$ cat config.mk
export PLATFORM = sky130hd
export DESIGN_NAME = progmem_arbiter_flat
export DESIGN_NICKNAME = d
export VERILOG_FILES = /design/src/rtl/progmem_arbiter_if.sv /design/src/rtl/progmem_arbiter.sv /design/src/flat_wrapper.sv
export SDC_FILE = /design/constraint.sdc
export NUM_CORES = 1
export LEC_CHECK = 0
export ABC_AREA = 1
export BUFFER_PORTS_ARGS = -buffer_cell sky130_fd_sc_hd__buf_2
export CAP_MARGIN = 20
export CORE_AREA = 2 2 112 114
export CTS_BUF_LIST = sky130_fd_sc_hd__clkbuf_8 sky130_fd_sc_hd__clkbuf_16
export CTS_CLUSTER_SIZE = 14
export DETAILED_ROUTE_END_ITERATION = 10
export DIE_AREA = 0 0 114 116
export GPL_ROUTABILITY_DRIVEN = 0
export HOLD_SLACK_MARGIN = 0.08
export MAX_ROUTING_LAYER = met4
export SLEW_MARGIN = 30
export SYNTH_ARGS = -nofsm -noshare
export SYNTH_HDL_FRONTEND = slang
export SYNTH_SLANG_ARGS = --single-unit
$ cat constraint.sdc
create_clock -name clk -period 2.22 [get_ports clk]
set_clock_uncertainty 0.15 [all_clocks]
set_input_delay 0.444 -clock clk [delete_from_list [all_inputs] [get_ports clk]]
set_output_delay 0.444 -clock clk [all_outputs]
set_load 0.005 [all_outputs]
$ cat src/rtl/progmem_arbiter_if.sv
// Bus bundle between the CPU data port, the boot loader and the program memory.
// The arbiter uses the slave view; the surrounding system uses the master view.
interface progmem_arbiter_if #(
  parameter int CNT_W = 16
);
  logic             cpu_req;
  logic             cpu_wen;
  logic [29:0]      cpu_addr;
  logic [31:0]      cpu_wdata;
  logic [3:0]       cpu_be;
  logic             cpu_gnt;
  logic             cpu_rvalid;
  logic [31:0]      cpu_rdata;
  logic             cpu_stall;

  logic             ld_req;
  logic [29:0]      ld_addr;
  logic [31:0]      ld_wdata;
  logic             ld_done;
  logic             ld_gnt;
  logic [CNT_W-1:0] ld_count;

  logic             mem_ren;
  logic             mem_wen;
  logic [29:0]      mem_address;
  logic [31:0]      mem_data_in;
  logic [3:0]       mem_byte_select_vector;
  logic [31:0]      mem_data_out;

  modport slave (
    input  cpu_req, cpu_wen, cpu_addr, cpu_wdata, cpu_be,
    output cpu_gnt, cpu_rvalid, cpu_rdata, cpu_stall,
    input  ld_req, ld_addr, ld_wdata, ld_done,
    output ld_gnt, ld_count,
    output mem_ren, mem_wen, mem_address, mem_data_in, mem_byte_select_vector,
    input  mem_data_out
  );

  modport master (
    output cpu_req, cpu_wen, cpu_addr, cpu_wdata, cpu_be,
    input  cpu_gnt, cpu_rvalid, cpu_rdata, cpu_stall,
    output ld_req, ld_addr, ld_wdata, ld_done,
    input  ld_gnt, ld_count,
    input  mem_ren, mem_wen, mem_address, mem_data_in, mem_byte_select_vector,
    output mem_data_out
  );
endinterface

$ cat src/rtl/progmem_arbiter.sv
// Program-memory arbiter: the loader owns the memory during BOOT, then CPU and
// loader share it round-robin in RUN. Grants and memory drive are same-cycle.
module progmem_arbiter #(
  parameter bit BOOT_ON_RESET = 1'b1,
  parameter int CNT_W         = 16
) (
  input logic              clk,
  input logic              reset,
  progmem_arbiter_if.slave bus
);

  typedef enum logic [0:0] {
    ST_BOOT = 1'b0,
    ST_RUN  = 1'b1
  } state_t;

  localparam state_t           RESET_STATE = BOOT_ON_RESET ? ST_BOOT : ST_RUN;
  localparam logic [CNT_W-1:0] CNT_MAX     = {CNT_W{1'b1}};
  localparam logic [CNT_W-1:0] CNT_ONE     = {{(CNT_W-1){1'b0}}, 1'b1};

  state_t           state_r;
  logic             rr_ld_r;      // 1: loader wins the next contended cycle
  logic             cpu_rvalid_r;
  logic [CNT_W-1:0] ld_count_r;

  logic             cpu_gnt_s;
  logic             ld_gnt_s;
  logic             contended_s;
  logic             stall_s;
  logic             mem_ren_s;
  logic             mem_wen_s;
  logic [29:0]      mem_address_s;
  logic [31:0]      mem_data_in_s;
  logic [3:0]       mem_be_s;

  // Grant decision; reset forces both grants low regardless of state
  always_comb begin
    cpu_gnt_s   = 1'b0;
    ld_gnt_s    = 1'b0;
    contended_s = 1'b0;
    if (reset) begin
      cpu_gnt_s   = 1'b0;
      ld_gnt_s    = 1'b0;
      contended_s = 1'b0;
    end else begin
      case (state_r)
        ST_BOOT: begin
          ld_gnt_s = bus.ld_req;
        end
        ST_RUN: begin
          contended_s = bus.cpu_req & bus.ld_req;
          if (contended_s) begin
            ld_gnt_s  = rr_ld_r;
            cpu_gnt_s = ~rr_ld_r;
          end else begin
            ld_gnt_s  = bus.ld_req;
            cpu_gnt_s = bus.cpu_req;
          end
        end
        default: begin
          cpu_gnt_s = 1'b0;
          ld_gnt_s  = 1'b0;
        end
      endcase
    end
  end

  // Memory port mux; nothing reaches mem_wen without a grant
  always_comb begin
    mem_ren_s     = 1'b0;
    mem_wen_s     = 1'b0;
    mem_address_s = 30'd0;
    mem_data_in_s = 32'd0;
    mem_be_s      = 4'b0000;
    if (ld_gnt_s) begin
      mem_wen_s     = 1'b1;
      mem_address_s = bus.ld_addr;
      mem_data_in_s = bus.ld_wdata;
      mem_be_s      = 4'b1111;
    end else if (cpu_gnt_s) begin
      mem_wen_s     = bus.cpu_wen;
      mem_ren_s     = ~bus.cpu_wen;
      mem_address_s = bus.cpu_addr;
      mem_data_in_s = bus.cpu_wdata;
      mem_be_s      = bus.cpu_be;
    end else begin
      mem_ren_s     = 1'b0;
      mem_wen_s     = 1'b0;
    end
  end

  // Stall follows the state, and the reset state while reset is held
  always_comb begin
    stall_s = 1'b0;
    if (reset) begin
      stall_s = BOOT_ON_RESET;
    end else begin
      stall_s = (state_r == ST_BOOT);
    end
  end

  // State, round-robin pointer, read-valid pipeline and loader counter
  always_ff @(posedge clk or posedge reset) begin
    if (reset) begin
      state_r      <= RESET_STATE;
      rr_ld_r      <= 1'b1;
      cpu_rvalid_r <= 1'b0;
      ld_count_r   <= {CNT_W{1'b0}};
    end else begin
      case (state_r)
        ST_BOOT: begin
          if (bus.ld_done) begin
            state_r <= ST_RUN;
          end else begin
            state_r <= ST_BOOT;
          end
        end
        ST_RUN:  state_r <= ST_RUN;
        default: state_r <= RESET_STATE;
      endcase

      if (contended_s) begin
        rr_ld_r <= ~rr_ld_r;
      end

      cpu_rvalid_r <= cpu_gnt_s & ~bus.cpu_wen;

      if (ld_gnt_s && (ld_count_r != CNT_MAX)) begin
        ld_count_r <= ld_count_r + CNT_ONE;
      end
    end
  end

  assign bus.cpu_gnt                = cpu_gnt_s;
  assign bus.ld_gnt                 = ld_gnt_s;
  assign bus.cpu_stall              = stall_s;
  assign bus.cpu_rvalid             = cpu_rvalid_r;
  assign bus.cpu_rdata              = cpu_rvalid_r ? bus.mem_data_out : 32'h0000_0000;
  assign bus.ld_count               = ld_count_r;
  assign bus.mem_ren                = mem_ren_s;
  assign bus.mem_wen                = mem_wen_s;
  assign bus.mem_address            = mem_address_s;
  assign bus.mem_data_in            = mem_data_in_s;
  assign bus.mem_byte_select_vector = mem_be_s;

endmodule

$ cat src/flat_wrapper.sv
// flat-port wrapper written by rule: the top's interface ports become plain ports
module progmem_arbiter_flat 
#(
  parameter bit BOOT_ON_RESET = 1'b1,
  parameter int CNT_W         = 16
)
  (clk, reset, bus_cpu_req, bus_cpu_wen, bus_cpu_addr, bus_cpu_wdata, bus_cpu_be, bus_cpu_gnt, bus_cpu_rvalid, bus_cpu_rdata, bus_cpu_stall, bus_ld_req, bus_ld_addr, bus_ld_wdata, bus_ld_done, bus_ld_gnt, bus_ld_count, bus_mem_ren, bus_mem_wen, bus_mem_address, bus_mem_data_in, bus_mem_byte_select_vector, bus_mem_data_out);
  progmem_arbiter_if #(.CNT_W(CNT_W)) bus_i ();
  input logic clk;
  input logic reset;
  input wire logic [$bits(bus_i.cpu_req)-1:0] bus_cpu_req;
  input wire logic [$bits(bus_i.cpu_wen)-1:0] bus_cpu_wen;
  input wire logic [$bits(bus_i.cpu_addr)-1:0] bus_cpu_addr;
  input wire logic [$bits(bus_i.cpu_wdata)-1:0] bus_cpu_wdata;
  input wire logic [$bits(bus_i.cpu_be)-1:0] bus_cpu_be;
  output wire logic [$bits(bus_i.cpu_gnt)-1:0] bus_cpu_gnt;
  output wire logic [$bits(bus_i.cpu_rvalid)-1:0] bus_cpu_rvalid;
  output wire logic [$bits(bus_i.cpu_rdata)-1:0] bus_cpu_rdata;
  output wire logic [$bits(bus_i.cpu_stall)-1:0] bus_cpu_stall;
  input wire logic [$bits(bus_i.ld_req)-1:0] bus_ld_req;
  input wire logic [$bits(bus_i.ld_addr)-1:0] bus_ld_addr;
  input wire logic [$bits(bus_i.ld_wdata)-1:0] bus_ld_wdata;
  input wire logic [$bits(bus_i.ld_done)-1:0] bus_ld_done;
  output wire logic [$bits(bus_i.ld_gnt)-1:0] bus_ld_gnt;
  output wire logic [$bits(bus_i.ld_count)-1:0] bus_ld_count;
  output wire logic [$bits(bus_i.mem_ren)-1:0] bus_mem_ren;
  output wire logic [$bits(bus_i.mem_wen)-1:0] bus_mem_wen;
  output wire logic [$bits(bus_i.mem_address)-1:0] bus_mem_address;
  output wire logic [$bits(bus_i.mem_data_in)-1:0] bus_mem_data_in;
  output wire logic [$bits(bus_i.mem_byte_select_vector)-1:0] bus_mem_byte_select_vector;
  input wire logic [$bits(bus_i.mem_data_out)-1:0] bus_mem_data_out;
  assign bus_i.cpu_req = bus_cpu_req;
  assign bus_i.cpu_wen = bus_cpu_wen;
  assign bus_i.cpu_addr = bus_cpu_addr;
  assign bus_i.cpu_wdata = bus_cpu_wdata;
  assign bus_i.cpu_be = bus_cpu_be;
  assign bus_cpu_gnt = bus_i.cpu_gnt;
  assign bus_cpu_rvalid = bus_i.cpu_rvalid;
  assign bus_cpu_rdata = bus_i.cpu_rdata;
  assign bus_cpu_stall = bus_i.cpu_stall;
  assign bus_i.ld_req = bus_ld_req;
  assign bus_i.ld_addr = bus_ld_addr;
  assign bus_i.ld_wdata = bus_ld_wdata;
  assign bus_i.ld_done = bus_ld_done;
  assign bus_ld_gnt = bus_i.ld_gnt;
  assign bus_ld_count = bus_i.ld_count;
  assign bus_mem_ren = bus_i.mem_ren;
  assign bus_mem_wen = bus_i.mem_wen;
  assign bus_mem_address = bus_i.mem_address;
  assign bus_mem_data_in = bus_i.mem_data_in;
  assign bus_mem_byte_select_vector = bus_i.mem_byte_select_vector;
  assign bus_i.mem_data_out = bus_mem_data_out;
  progmem_arbiter #(.BOOT_ON_RESET(BOOT_ON_RESET), .CNT_W(CNT_W)) u_core (.clk(clk), .reset(reset), .bus(bus_i));
endmodule
==> reports/metrics.sh, run 1 <==
OUTCOME='complete, but fails checks'
SYNTH_LARGEST_TYPE_AREA_FRACTION=0.2597
CRITICAL_PATH.MAX_STAGE_DELAY_NS=0.55
SYNTH_COMPOUND_GATE_AREA_SHARE=0.2950
FINAL.HOLD.WORST_SLACK_NS=0.1347
POWER.DENSITY_mW_PER_MM2=515.7
POST_SYNTH_AND_OR_NAND_NOR_AREA_FRACTION=0.3046
ROUTE.DETAILED.WL_PER_INST_UM=20.85
POST_SYNTH_INSTANCE_AREA_MM2=0.002091
FIRST_PASS_GRT_WIRE_LENGTH_UM=20820
PROPORTION_OF_LAYOUT_CELLS_WITH_A_DRIVE_SUFFIX_ABOVE_1=0.5613
CRIT_REQUIRED_NS=1.63
ANTENNA_VIOLATING_NETS_POST_ROUTE=0
SYNTH.NET_COUNT=483
TIMING.CRITICAL_PATH.CELLS='nand2_2 > nand2_4 > clkinv_4 > buf_12 > a22o_4 > buf_2'
DIEAREA_MM2=0.01322
POST-ROUTE-UTIL=0.3373
FLOORPLAN.DIE.HEIGHT_UM=116
TOTAL_NETS_FINAL=772
VIOLATIONS='negative setup slack'
GROUTE.USAGE.OVERALL=0.2265
LEAKAGE_nW=2.566
POSTSYNTH.TOPFLOPCELL='dfrtp_1'
FINALHOLDVIOLATIONS=0
HOLD_PATH.CLASS='in2async'
FP.DIEW_UM=114
POST_SYNTHESIS_INSTANCE_TOTAL=316
MAX_FREQ_MHz=449.3
WORSTSETUPENDPOINTTYPE='primary output'
MAIN_COMBINATIONAL_CELL_FAMILY_BY_AREA_AFTER_SYNTHESIS='simple AND/OR/NAND/NOR gates'
SYNTH_ADDER_AREA_SHARE=0.005984
FIRSTDRTPASSITERS=4
NUMBER_OF_ENABLE_FLIP_FLOP_CELLS_AFTER_SYNTHESIS=0
TIMING.RR.START='u_core.bus.ld_count[0]'
DRC=0
NETLIST_TOP_CELLS_AREA='a22o_1, dfrtp_1, nand2_1'
TRITONCTS_CLOCK_TREE='built'
TRITONCTS.NUM_BUFFERS=3
CRITICAL_PATH.MAX_FANOUT=8
CAP_VIOLATIONS=0
CLKSINKCOUNT=19
WORST_IR_DROP_VDD_V=0.0003297
HPWLAFTERDP_UM=13720
CLKSLEWWORSTSETUPHOLDPATHS_NS=0.05
CTS-HTREE-LEVELS=1
POST-ROUTE-MIN-PERIOD_NS=2.226
CORE_AREA_MM2=0.01191
VIAS_PER_CELL=4.455
STARTPOINT='u_core.rr_ld_r'
POST-ROUTE-PERIOD-UTIL=1.003
SYNTH-XOR-AREA-SHARE=0.02932
R2R.WORST_PATH.CELLS=9
SYNTHESIS.YOSYS.WARNINGS=0
YOSYS-TOP-CELLS-COUNT='nand2_1, a22o_1, inv_1'
VIA_COUNT_OF_THE_FIRST_GLOBAL_ROUTING_PASS=3140
NETLIST.TOP_CELL.BY_AREA='a22o_1'
WORST_TRAN_PIN_VALUE_NS=0.2858
YOSYS.CELL_TYPES.COUNT=24
INITIAL_ANTENNA_VIOLATION_COUNT=11
VIA_COUNT=3395
CRIT_PATH_TOP_DELAY_CELL='dfstp_2'
GRT_OVERFLOW=0
POSTSYNTHREGISTERBITS=19
SYN_AVG_CELL_AREA_UM2=6.616
CRITICAL_PATH.STARTPOINT_TYPE='register'
DRTITER0DRC=261
TIMING.FINAL.MAX_SLEW_VIOLATIONS=0
REGTOREGSETUPSLACK_NS=0.34
YOSYSSEQAREASHARE=0.2280
SYNTHMOSTINSTANTIATEDCELL='nand2_1'
POSTROUTEWIRELENGTH_UM=15890
IO-PIN-COUNT=286
REPORT.FINAL.SETUP_VIOL=3
CTSHOLDBUFFERS=0
GRT_MAX_DEGREE=34
CTSLONGESTPATHBUFFERS=2
YOSYS-MUX-AREA-FRACTION=0
CLK_LATENCY_NS=0.25
SLEW_HEADROOM=0.8095
PLACE.PORT_BUFFERS=285
GRT_SETUP_UNREPAIRED='true'
POST_LAYOUT_WORST_SETUP_MARGIN_NS=-0.005713
FLOORPLAN.INITIALDENSITY=0.1755
WORSTSETUPPATHTYPE='reg2out'
POSTSYNTH.ASYNCRESETSHARE=1.000
PLACEMENT_ROWS=40
CLOCK_TREE.ROOT_CELL='clkbuf_16'
TOTAL_POWER_W=0.002072
FLOW.AREA_GROWTH_FROM_SYNTHESIS_PCT=92.16
WORSTPATHARRIVAL_NS=1.63
[timing repair]
| action | in CTS | in global routing |
|---|---|---|
| cloned | 1 | 2 |
| gates resized for setup | 11 | 10 |
| pin swaps | 1 | 1 |
| setup buffers | 4 | 0 |
| setup endpoints to repair | 20 | 29 |
[per-layer routing]
layer	up-vias	track usage	wire, um
met1	1566	0.3487	8052
met5	-	-	0
met2	183	0.2607	5716
met3	2	0.1208	2110
li1	1644	-	-
met4	0	0.007317	9
[sequential cells by signal, indices dropped and copies added, names as in the netlist]
signal and count:
u_core.bus.cpu_rvalid 1, u_core.bus.ld_count 16, u_core.state_r 1, u_core.rr_ld_r 1
[power by group]
group	total [W]	switching [W]	internal, W
Clock	0.000375	0.000133	0.000242
Sequential	0.000544	0.000111	0.000432
Combinational	0.00115	0.000590	0.000563
[logic make-up after synthesis]
logic type,after synthesis
buffers and inverters,66
xor gates and xnor gates,7
and+or+nand+nor,150
AOI/OAI and AO/OA,73
adders and majority gates,1
DFF,19
[stage by stage]
step,instances,setup TNS [ns],cell area [um2],setup WS (ns)
after floorplan,316,0,2091,0.1296
after global placement,740,0,3711,0.02119
after detailed placement,740,0,3711,0.02181
after CTS,749,0,3931,0.004875
after global routing,762,-0.6113,4018,-0.03990
final,762,-0.01060,4018,-0.005713
[placed cells by master, fill, tap and decap left out, types with 6 or more instances in the layout]
| cell | n |
|---|---|
| buf_2 | 282 |
| buf_4 | 13 |
| inv_1 | 44 |
| diode_2 | 11 |
| nand3_1 | 8 |
| dfrtp_1 | 18 |
| o21ai_0 | 6 |
| a22o_1 | 53 |
| nand2_1 | 103 |
| nor2_1 | 19 |
| a22o_4 | 9 |
[worst max-delay path: cells and delay by family (launching register included)]
kind	cells	cell delay, ns
AO/OA/AOI/OAI	1	0.24
buffers and inverters	3	0.41
flip-flops	1	0.55
AND/OR/NAND/NOR	2	0.17
[final timing paths]
path,endpoint
setup / recovery,bus_mem_data_in[22]
max in group asynchronous,u_core.rr_ld_r
hold / removal,u_core.bus.cpu_rvalid
setup reg to reg,u_core.bus.ld_count[11]
min in group clk,u_core.state_r
hold reg to reg,u_core.bus.ld_count[1]
[final cells by class]
class,count,area [um2]
inverters,47,181.4
multi-input cells,231,1419
well taps,147,183.9
diodes,11,27.53
fillers,1343,7894
repair inverters,1,5.005
flip-flops and latches,19,476.7
clock buffers,3,75.07
clock inverters,1,5.005
repair buffers,302,1644
Power figures use the tool's default switching activity.
==> run 2, diff against run 1 <==
--- a/config.mk
+++ b/config.mk
@@ -16,6 +16,7 @@
 export GPL_ROUTABILITY_DRIVEN = 0
 export HOLD_SLACK_MARGIN = 0.08
 export MAX_ROUTING_LAYER = met4
+export RECOVER_POWER = 100
 export SLEW_MARGIN = 30
 export SYNTH_ARGS = -nofsm -noshare
 export SYNTH_HDL_FRONTEND = slang
==> run 2 against run 1 <==
Net effect:
- the run still ends with negative setup slack left
- sequential share of layout area rose by 0.17 points
- critical endpoint unchanged
- combinational power hardly changed
- cell count unchanged
- wire length grew 0.23%
- register-to-register slack worse by 0.15 ns
- total power shrank 0.90%
- sequential power about the same
- core utilization shrank 0.48 points
- highest routed layer is now met3
- maximum frequency rose by 0.25%
- largest cell class unchanged
- flip-flop and latch count is the same
==> reports/metrics.sh, run 2 (synthesis gave the netlist of run 1 again) <==
TIMING.RR.START='u_core.bus.ld_count[0]'
DIEAREA_MM2=0.01322
VIAS_PER_CELL=4.404
POST-ROUTE-UTIL=0.3325
CTSHOLDBUFFERS=0
CORE_AREA_MM2=0.01191
GRT_OVERFLOW=0
TRITONCTS.NUM_BUFFERS=3
TIMING.FINAL.MAX_SLEW_VIOLATIONS=0
POSTROUTEWIRELENGTH_UM=15930
SLEW_HEADROOM=0.6269
MOSTFREQUENTLAYOUTCELLS='buf_2, nand2_1, a22o_1, inv_1, clkbuf_1'
ANTENNA_VIOLATING_NETS_POST_ROUTE=0
REGTOREGSETUPSLACK_NS=0.19
DRC=0
PLACEMENT_ROWS=40
REPORT.FINAL.SETUP_VIOL=1
GRT_SETUP_UNREPAIRED='true'
GRT_MAX_DEGREE=34
FP.DIEW_UM=114
R2R.WORST_PATH.CELLS=9
CTS-HTREE-LEVELS=1
WORST_IR_DROP_VDD_V=0.0003282
TOTAL_NETS_FINAL=772
CLKSINKCOUNT=19
ROUTE.DETAILED.WL_PER_INST_UM=20.90
CLK_LATENCY_NS=0.25
INITIAL_ANTENNA_VIOLATION_COUNT=11
CRIT_REQUIRED_NS=1.63
VIA_COUNT=3356
CRITICAL_PATH.MAX_FANOUT=8
WORSTSETUPENDPOINTTYPE='primary output'
IO-PIN-COUNT=286
MOSTFREQUENTLAYOUTCELL='buf_2'
GROUTE.USAGE.OVERALL=0.2265
REG2REG_TO='u_core.bus.ld_count[11]'
FLOORPLAN.INITIALDENSITY=0.1755
FIRST_PASS_GRT_WIRE_LENGTH_UM=20820
CTSLONGESTPATHBUFFERS=2
VIA_COUNT_OF_THE_FIRST_GLOBAL_ROUTING_PASS=3140
HPWLAFTERDP_UM=13720
PLACE.PORT_BUFFERS=285
TRITONCTS_CLOCK_TREE='built'
LARGEST_REGISTER_FF_COUNT=16
FINALHOLDVIOLATIONS=0
WORSTSETUPPATHTYPE='reg2out'
DP_WORST_SETUP_SLACK_NS=0.02181
HOLD_PATH.CLASS='in2async'
FINAL.HOLD.WORST_SLACK_NS=0.1875
CAP_VIOLATIONS=0
STARTPOINT='u_core.rr_ld_r'
POST_LAYOUT_WORST_SETUP_MARGIN_NS=-0.00006561
FLOW.AREA_GROWTH_FROM_SYNTHESIS_PCT=89.41
OUTCOME='complete, but fails checks'
POWER.DENSITY_mW_PER_MM2=518.5
CLOCK_TREE.ROOT_CELL='clkbuf_16'
TOTAL_POWER_W=0.002053
WORSTPATHARRIVAL_NS=1.63
FLOORPLAN.DIE.HEIGHT_UM=116
FIRSTDRTPASSITERS=4
CRITICAL_PATH.STARTPOINT_TYPE='register'
WORST_TRAN_PIN_VALUE_NS=0.5596
CLKSLEWWORSTSETUPHOLDPATHS_NS=0.05
MAX_FREQ_MHz=450.4
ENDPOINT='bus_mem_data_in[22]'
LEAKAGE_nW=2.455
DRTITER0DRC=258
VIOLATIONS='negative setup slack'
POST-ROUTE-MIN-PERIOD_NS=2.220
PROPORTION_OF_LAYOUT_CELLS_WITH_A_DRIVE_SUFFIX_ABOVE_1=0.5099
POST-ROUTE-PERIOD-UTIL=1.000
-- run 2: cell count changes in the layout (fill, tap and decap cells not counted), sizes merged --
cell,change
clkbuf,+29
buf,-29
-- run 2: area by class of cell --
type,instances,area [um2]
sequential,19,476.7
inverter,47,181.4
tap,147,183.9
timing repair inverter,1,5.005
antenna,11,27.53
clock inverter,1,5.005
clock buffer,3,75.07
multi-input combinational,231,1401
timing repair buffer,302,1604
fill,1364,7951
-- run 2: worst min path at each step --
stage,end,slack (ns),cells after the start
after detailed placement,u_core.rr_ld_r,0.38,1
final,u_core.bus.cpu_rvalid,0.19,3
after floorplan,u_core.bus.cpu_rvalid,0.15,1
after global routing,u_core.bus.cpu_rvalid,0.20,3
after global placement,u_core.rr_ld_r,0.38,1
after CTS,u_core.bus.cpu_rvalid,0.13,3
-- run 2: metal layers --
layer | vias up | track usage | part of all wire
met5 | - | - | 0
met2 | 174 | 0.2607 | 0.36
li1 | 1640 | - | -
met4 | 0 | 0.007317 | 0
met3 | 0 | 0.1208 | 0.14
met1 | 1542 | 0.3487 | 0.50
-- run 2: what timing repair did --
action                     4_1_cts  5_1_grt
resized for setup               11       10
setup endpoints to repair       20       29
cloned                           1        2
buffers inserted                 4        0
pin swaps                        1        1
-- run 2: metrics by stage --
stage / instances / area [um2] / setup TNS [ns]
CTS: 749 / 3931 / 0
global route: 762 / 3960 / -0.5794
finish: 762 / 3960 / -0.00006561
floorplan: 316 / 2091 / 0
global placement: 740 / 3711 / 0
detailed placement: 740 / 3711 / 0
-- run 2: power by group --
group	leakage [nW]	total (W)	switching [W]	internal, W
Clock	0.0409	0.000374	0.000132	0.000241
Combinational	2.16	0.00113	0.000588	0.000547
Sequential	0.249	0.000545	0.000113	0.000432
-- run 2: critical path, stage by stage (launching register included) --
cell and delay [ns]:
dfstp_2 0.55, nand2_2 0.07, nand2_4 0.10, clkinv_4 0.11, buf_12 0.16, a22o_4 0.24, buf_2 0.14
==> run 3, diff against run 2 <==
--- a/config.mk
+++ b/config.mk
@@ -21,3 +21,4 @@
 export SYNTH_ARGS = -nofsm -noshare
 export SYNTH_HDL_FRONTEND = slang
 export SYNTH_SLANG_ARGS = --single-unit
+export TNS_END_PERCENT = 30
==> run 3 against run 2 <==
Net effect:
- the run still ends with negative setup slack left
- worst hold slack hardly changed
- combinational power hardly changed
- wire length is 0.13% lower
- via count is 0.69% lower
- total power is 0.11% lower
- cell count stayed put
- critical endpoint unchanged
- largest power group unchanged
- highest routed layer unchanged
==> reports/metrics.sh, run 3 (synthesis gave the netlist of run 1 again) <==
OUTCOME='complete, but fails checks'
VIOLATIONS='negative setup slack'
WORSTPATHARRIVAL_NS=1.63
CAP_VIOLATIONS=0
FIRST_PASS_GRT_WIRE_LENGTH_UM=20820
CLKSINKCOUNT=19
MOSTFREQUENTLAYOUTCELL='buf_2'
ROUTE.LAYER.MET1.WL_UM=7952
DRTITER0DRC=258
P_SW_FRAC=0.4057
TOTAL_POWER_W=0.002051
WORSTSETUPPATHTYPE='reg2out'
VIA_COUNT_OF_THE_FIRST_GLOBAL_ROUTING_PASS=3140
CLKSLEWWORSTSETUPHOLDPATHS_NS=0.05
GROUTE.USAGE.OVERALL=0.2265
GRT_SETUP_UNREPAIRED='true'
GRT_OVERFLOW=0
ROUTE.DETAILED.WL_PER_INST_UM=20.87
CORE_AREA_MM2=0.01191
POST-ROUTE-PERIOD-UTIL=1.001
DR_WL_MET2_UM=5688
GRT_MAX_DEGREE=34
REPORT.FINAL.SETUP_VIOL=1
VIAS_PER_CELL=4.374
WORST_IR_DROP_VDD_V=0.0003282
HOLD_PATH.CLASS='in2async'
POST-ROUTE-UTIL=0.3322
TIMING.FINAL.MAX_SLEW_VIOLATIONS=0
CRIT_REQUIRED_NS=1.63
SHARE_SEQ_OF_TOTAL_POWER=0.266
CRITICAL_PATH.STARTPOINT_TYPE='register'
CTSHOLDBUFFERS=0
LARGEST_REGISTER_FF_COUNT=16
CTSLONGESTPATHBUFFERS=2
POSTROUTEWIRELENGTH_UM=15900
MET3_WIRELENGTH_UM=2263
ANTENNA_VIOLATING_NETS_POST_ROUTE=0
INITIAL_ANTENNA_VIOLATION_COUNT=11
HPWLAFTERDP_UM=13720
TOTAL_SWITCHING_POWER_W=0.0008322
DIEAREA_MM2=0.01322
TOTAL_NETS_FINAL=772
POST-ROUTE-MIN-PERIOD_NS=2.223
FP.DIEW_UM=114
IO-PIN-COUNT=286
FLOORPLAN.DIE.HEIGHT_UM=116
VIA_COUNT=3333
CLKPWRFRAC=0.182
MAX_FREQ_MHz=449.8
COMBPWRFRAC=0.552
TRITONCTS_CLOCK_TREE='built'
FIRSTDRTPASSITERS=4
WORSTSETUPENDPOINTTYPE='primary output'
WORST_TRAN_PIN_VALUE_NS=0.5596
ROUTE.TOP_LAYER_USED='met3'
SLEW_HEADROOM=0.6270
LEAKAGE_nW=2.454
POST_LAYOUT_WORST_SETUP_MARGIN_NS=-0.003030
CLK_LATENCY_NS=0.25
MOSTFREQUENTLAYOUTCELLS='buf_2, nand2_1, a22o_1, inv_1, clkbuf_1'
FINALHOLDVIOLATIONS=0
PLACE.PORT_BUFFERS=285
CLOCK_TREE.ROOT_CELL='clkbuf_16'
FLOORPLAN.INITIALDENSITY=0.1755
FLOW.AREA_GROWTH_FROM_SYNTHESIS_PCT=89.29
CRITICAL_PATH.MAX_FANOUT=8
POWER.DENSITY_mW_PER_MM2=518.3
CTS-HTREE-LEVELS=1
PLACEMENT_ROWS=40
TRITONCTS.NUM_BUFFERS=3
DRC=0
PROPORTION_OF_LAYOUT_CELLS_WITH_A_DRIVE_SUFFIX_ABOVE_1=0.5099
POWER_REPORT.INTERNAL_TOTAL_W=0.001219
## run 3: path summary, 6_finish.rpt
kind	slack, ns	end	start	depth (start not counted)
setup / recovery	-0.003	bus_mem_data_in[22]	u_core.rr_ld_r	6
hold / removal	0.19	u_core.bus.cpu_rvalid	reset	3
setup reg to reg	0.19	u_core.bus.ld_count[11]	u_core.bus.ld_count[0]	9
hold reg to reg	0.41	u_core.bus.ld_count[1]	u_core.bus.ld_count[1]	2
max in group asynchronous	1.46	u_core.rr_ld_r	reset	3
min in group clk	0.23	u_core.state_r	bus_ld_done	2
## run 3: per-layer routing
| layer | vias up | global-route usage |
|---|---|---|
| li1 | 1641 | - |
| met5 | - | - |
| met1 | 1532 | 0.3487 |
| met4 | 0 | 0.007317 |
| met3 | 0 | 0.1208 |
| met2 | 160 | 0.2607 |
## run 3: power groups by stage
| stage | Sequential, W | Clock (W) | Combinational [W] |
|---|---|---|---|
| finish | 0.000545 | 0.000374 | 0.00113 |
| global route | 0.000568 | 0.000402 | 0.00123 |
| CTS | 0.000540 | 0.000388 | 0.00113 |
| detailed placement | 0.000547 | 0 | 0.00105 |
| global placement | 0.000549 | 0 | 0.00105 |
| floorplan | 0.000536 | 0 | 0.000487 |
## run 3: worst max-delay path, cell delays in order (launching register included)
cell	delay (ns)
dfstp_2	0.55
nand2_2	0.07
nand2_4	0.10
clkinv_4	0.11
buf_12	0.16
a22o_4	0.24
buf_2	0.14
## run 3: what timing repair did
item,in CTS,in global routing
buffers inserted,4,0
hold endpoints to repair,0,0
gates cloned,1,2
pin swaps,1,2
setup endpoints to repair,20,29
resized for setup,11,9
## run 3: area by class of cell
class                      count  area, um2
multi-input combinational    231       1401
fill                        1364       7954
clock buffer                   3      75.07
tap                          147      183.9
timing repair buffer         302       1602
inverter                      47      181.4
timing repair inverter         1      5.005
antenna                       11      27.53
clock inverter                 1      5.005
sequential                    19      476.7
## run 3: per-stage QoR
step	TNS (ns)	area, um2	std cells	hold slack, ns	setup slack, ns
floorplan	0	2091	316	0.1514	0.1296
global placement	0	3711	740	0.3818	0.02119
detailed placement	0	3711	740	0.3813	0.02181
CTS	0	3931	749	0.1302	0.004875
global route	-0.5924	3958	762	0.1956	-0.04144
finish	-0.003030	3958	762	0.1876	-0.003030
